## src/rtl/lfsr_pkg.sv

```systemverilog
// Shared FSM encoding and default 16-bit polynomial constants for the keystream LFSR.
// Imported by the keystream top and its step function.
package lfsr_pkg;

   typedef enum logic [1:0] {
      IDLE = 2'd0,
      HOLD = 2'd1,
      RUN  = 2'd2
   } ks_state_e;

   // x^16 + x^14 + x^13 + x^11 + 1, maximal length
   localparam logic [15:0] TAPS_16 = 16'hB400;
   localparam logic [15:0] SEED_16 = 16'hACE1;

endpackage

```

## src/rtl/lfsr_step.sv

```systemverilog
// One right-shift step of a Galois LFSR.
// The feedback mask is applied when the bit shifted out is 1.
module lfsr_step #(
   parameter int unsigned WIDTH = 16
) (
   input  logic [WIDTH-1:0] cur,
   input  logic [WIDTH-1:0] taps,
   output logic [WIDTH-1:0] nxt
);

   always_comb begin
      nxt = (cur >> 1) ^ (cur[0] ? taps : '0);
   end

endmodule

```

## src/rtl/lfsr_keystream.sv

```systemverilog
// Galois LFSR keystream generator with seed loading, pause/resume and a valid/ready output.
// All outputs derive from registers only; there is no input-to-output combinational path.
module lfsr_keystream
   import lfsr_pkg::*;
#(
   parameter int unsigned     WIDTH        = 16,
   parameter logic [WIDTH-1:0] TAPS         = TAPS_16,
   parameter logic [WIDTH-1:0] DEFAULT_SEED = SEED_16,
   parameter int unsigned     CNT_W        = 16
) (
   input  logic             clk,
   input  logic             rst,
   input  logic             seed_valid,
   input  logic [WIDTH-1:0] seed,
   output logic             seed_ready,
   input  logic             enable,
   output logic             ks_valid,
   input  logic             ks_ready,
   output logic             ks_bit,
   output logic [WIDTH-1:0] state_out,
   output logic [CNT_W-1:0] bit_count,
   output logic             zero_seed_err
);

   ks_state_e        state_q, state_d;
   logic [WIDTH-1:0] lfsr_q, lfsr_d, lfsr_shift;
   logic [CNT_W-1:0] cnt_q, cnt_d;
   logic             zerr_q, zerr_d;
   logic             seed_accept, xfer, seed_zero;

   lfsr_step #(
      .WIDTH(WIDTH)
   ) u_step (
      .cur (lfsr_q),
      .taps(TAPS),
      .nxt (lfsr_shift)
   );

   assign ks_valid      = (state_q == RUN);
   assign seed_ready    = (state_q != RUN);
   assign ks_bit        = lfsr_q[0] & ks_valid;
   assign state_out     = lfsr_q;
   assign bit_count     = cnt_q;
   assign zero_seed_err = zerr_q;

   assign seed_accept = seed_valid & seed_ready;
   assign xfer        = ks_valid & ks_ready;
   assign seed_zero   = (seed == '0);

   always_comb begin
      state_d = state_q;
      unique case (state_q)
         IDLE: begin
            if (seed_accept) state_d = enable ? RUN : HOLD;
         end
         HOLD: begin
            if (seed_accept) state_d = enable ? RUN : HOLD;
            else if (enable) state_d = RUN;
         end
         RUN: begin
            // A pending bit is always delivered before pausing
            if (ks_ready && !enable) state_d = HOLD;
         end
         default: state_d = IDLE;
      endcase
   end

   always_comb begin
      lfsr_d = lfsr_q;
      cnt_d  = cnt_q;
      zerr_d = 1'b0;
      if (seed_accept) begin
         lfsr_d = seed_zero ? DEFAULT_SEED : seed;
         cnt_d  = '0;
         zerr_d = seed_zero;
      end else if (xfer) begin
         lfsr_d = lfsr_shift;
         cnt_d  = cnt_q + CNT_W'(1);
      end
   end

   always_ff @(posedge clk) begin
      if (rst) begin
         state_q <= IDLE;
         lfsr_q  <= DEFAULT_SEED;
         cnt_q   <= '0;
         zerr_q  <= 1'b0;
      end else begin
         state_q <= state_d;
         lfsr_q  <= lfsr_d;
         cnt_q   <= cnt_d;
         zerr_q  <= zerr_d;
      end
   end

endmodule

```

## config.mk

```make
export PLATFORM = sky130hd
export DESIGN_NAME = lfsr_keystream
export DESIGN_NICKNAME = d
export VERILOG_FILES = /design/src/rtl/lfsr_pkg.sv /design/src/rtl/lfsr_step.sv /design/src/rtl/lfsr_keystream.sv
export SDC_FILE = /design/constraint.sdc
export NUM_CORES = 1
export LEC_CHECK = 0
export ABC_AREA = 1
export BUFFER_PORTS_ARGS = -buffer_cell sky130_fd_sc_hd__buf_2
export CORE_ASPECT_RATIO = 0.9
export CORE_MARGIN = 2
export CORE_UTILIZATION = 45
export DETAILED_ROUTE_END_ITERATION = 8
export GPL_TIMING_DRIVEN = 0
export PLACE_DENSITY = 0.79
export SETUP_SLACK_MARGIN = 0.05
export SLEW_MARGIN = 10
export SYNTH_ARGS = -nofsm -noshare
export SYNTH_HDL_FRONTEND = slang
export SYNTH_SLANG_ARGS = --single-unit
```

## constraint.sdc

```tcl
create_clock -name clk -period 1.2 [get_ports clk]
set_clock_uncertainty 0.1 [all_clocks]
set_input_delay 0 -clock clk [delete_from_list [all_inputs] [get_ports clk]]
set_output_delay 0 -clock clk [all_outputs]
set_load 0.05 [all_outputs]
```

==> metrics <==
status=complete, but fails checks; failing checks=negative hold slack, negative setup slack; DR vias=2210; start of the worst register-to-register path=state_q[0]; Setup TNS=-6100 ps; Clk Latency, worst-skew pair=300 ps; die width=69.8 um; RSZ-0062 raised after global routing=yes; minimum clock period=1470 ps; Final ANT Viol Nets=0; top_reg_cell synth=dfxtp_1; Synth top cells by count=nand2_1, dfxtp_1, nor2_1; total stage count of the critical path=9; max-cap violation count=0; DIE AREA=0.00441 mm^2; ranking of synthesized cells by area=dfxtp_1, nand2_1, nor2_1; CP endpoint kind=flip-flop; Ys Warns=0; worst vdd ir=0.936 mV; # DRC=0; final worst slack=-271 ps; largest net degree at the start of global routing=12; area delta synth->final=79.3%; diode count=0; Hold Slack=-1.26 ps; required time of the critical path=1280 ps; Final Setup Violations=37; Iter 0 DRT Violations=198; final non-filler cell total=392; Vias/cell=5.64; Setup crit start kind=flip-flop; CP Class=reg2reg; DIE HEIGHT=63.2 um; CTS H-tree lvls=2; relative slew slack=64.8%; dominant cell type by area after synthesis=dfxtp_1; Setup crit end=state_out[2]; Leakage=1.34 nW; Mapped Area=0.00175 mm^2; worst hold path class=in2reg; Largest stage delay, worst path=340 ps; fmax=680 MHz; vias in the first global route=1971; Detail Placement HPWL=3300 um; Reg clk slew, reported paths=70 ps; Final #Nets=367; Mapped Cells=241; total CTS buffers=5; max-slew violations=0; sequential fraction of the synthesis area=40.0%; worst reg-to-reg setup slack=-270 ps; crit path cell chain=inv_4 > buf_12 > nand2_8 > nand2_8 > buf_12 > nand2_8 > buf_6 > nor2_1 > nor2_1; CTS Buffer Depth=2; Tcrit/Tclk final=123%; I/O pin count=57; clock net sink count=35; share of cells above drive strength 1=51.7%; first-pass GRT wire length=9070 um; register area=753 um^2; Final Core Density=84.2%; core footprint=0.00373 mm^2; endpoints failing hold=1; CTS tree=built; Tot Pwr=3.40 mW; delay-heaviest family, CP=simple AND/OR/NAND/NOR gates; Fillers=184; FF+latch count, synth=35; initial cell density of the core=47.0%; Synth top area share=40.0%; Crit Path Max Fanout=8; initial antenna violation count=0; async set or reset register ratio after synthesis=0%; crit path from=state_q[0]; Total GRT Usage=25.4%; Mapped Nets=263; routed length per instance=17.0 um; CP Data Arrival Time=1560 ps; crit-path most repeated cell=nand2_8; syn avg cell area=7.27 um^2; Tightest Pin Transition=528 ps; post-synth cell types=28; row count=21; Placer Congestion=0.862; total grt overflow=0; WP buf/inv=4; number of synthesized flops with an enable pin=0; Pre-antenna DRT Iters=5; DP Cell Count=343; CP max-delay cell=dfxtp_2; Detailed Route WL=6680 um; I/O Buffers=56; WHS Path Cells=4; multi-input logic area=0.00122 mm^2; Root Buffer=clkbuf_8; reg2reg end=state_out[2]; most common cell in the netlist=nand2_1; Pwr per Cell Area=1080 mW/mm^2; path depth of the worst reg2reg path=9
-- per-stage QoR --
step | hold WS [ps] | instance area, um^2 | setup WS (ps)
after floorplan | -40.6 | 1930 | -134
after global placement | 88.8 | 2260 | -207
after detailed placement | 93.2 | 2260 | -232
after CTS | 7.43 | 2810 | -150
after global routing | 29.5 | 3140 | -315
final | -1.26 | 3140 | -271
-- worst min-delay path by stage --
stage          startpoint          to  slack (ps)
2_1_floorplan         rst  state_q[1]         -40
3_3_place_gp          rst  state_q[1]          90
3_5_place_dp          rst  state_q[1]          90
4_1_cts          ks_ready  state_q[1]           7
5_1_grt        seed_valid  state_q[1]          30
6_report         ks_ready  state_q[1]          -1
-- sequential cells by signal, indices dropped and copies added (netlist names) --
name,count
bit_count,16
state_out,16
state_q,2
zero_seed_err,1
-- placed cells by master (no fill, tap or decap), types with 3 or more instances in the layout --
| master | n |
|---|---|
| buf_2 | 53 |
| nand2_1 | 38 |
| nor2_1 | 27 |
| inv_1 | 20 |
| dlygate4sd3_1 | 19 |
| dfxtp_1 | 17 |
| buf_4 | 12 |
| dfxtp_4 | 12 |
| a21oi_1 | 11 |
| nand2_2 | 10 |
| a21oi_2 | 10 |
| nand3_2 | 9 |
| o21ai_1 | 7 |
| buf_8 | 6 |
| nand4_1 | 6 |
| dfxtp_2 | 6 |
| clkbuf_8 | 6 |
| buf_12 | 6 |
| nor2_4 | 5 |
| buf_6 | 5 |
| nand2_8 | 4 |
| nor2_2 | 4 |
| nand3_4 | 4 |
| o221ai_1 | 4 |
| o211ai_1 | 4 |
| o21ai_2 | 4 |
| nand3_1 | 4 |
| inv_4 | 3 |
-- area by class of cell --
class / count / share of cell area, %
Timing Repair Buffer: 98 / 25.3
Sequential cell: 35 / 24.0
Buffer: 6 / 2.27
Clock buffer: 6 / 2.63
Clock inverter: 2 / 1.11
Tap cell: 46 / 1.83
Multi-Input combinational cell: 171 / 39.0
Inverter: 28 / 3.94
-- timing repair --
action	CTS	global route
endpoints found under the setup margin	36	36
cloned	1	2
hold buffers	19	0
pin swaps	18	16
setup buffers	8	13
gates resized for setup	44	36
endpoints found under the hold margin	18	0
-- layer usage --
layer,global-route usage (%),share of wire [%],vias up,wire (um)
li1,-,-,1007,-
met1,32.0,39,1050,2630
met2,42.1,49,126,3280
met3,7.04,8.0,27,531
met4,8.41,3.6,0,238
met5,0,0,-,0
-- worst reg2reg max path: cells and delay by family, from the launching register on --
family / cells / cell delay (ps)
buffers and inverters: 4 / 450
and+or+nand+nor: 5 / 460
DFF: 1 / 340
-- where the power goes --
| group | leakage, nW | total (mW) | internal [mW] | switching [mW] |
|---|---|---|---|---|
| clock network | 0.0612 | 1.13 | 0.672 | 0.459 |
| logic | 0.982 | 0.989 | 0.382 | 0.607 |
| registers | 0.298 | 1.28 | 1.21 | 0.0773 |
| total | 1.34 | 3.40 | 2.26 | 1.14 |
-- kinds of logic after synthesis --
| kind of cell | count (synthesis) | share of synthesized area (%) |
|---|---|---|
| adder cells (fa/ha/maj) | 1 | 0.714 |
| buffers and inverters | 35 | 8.78 |
| AO/OA/AOI/OAI | 48 | 16.3 |
| AND/OR/NAND/NOR | 117 | 31.7 |
| flip-flops | 35 | 40.0 |
| XOR/XNOR | 5 | 2.50 |
No activity file was read; power rests on OpenSTA's default activity.
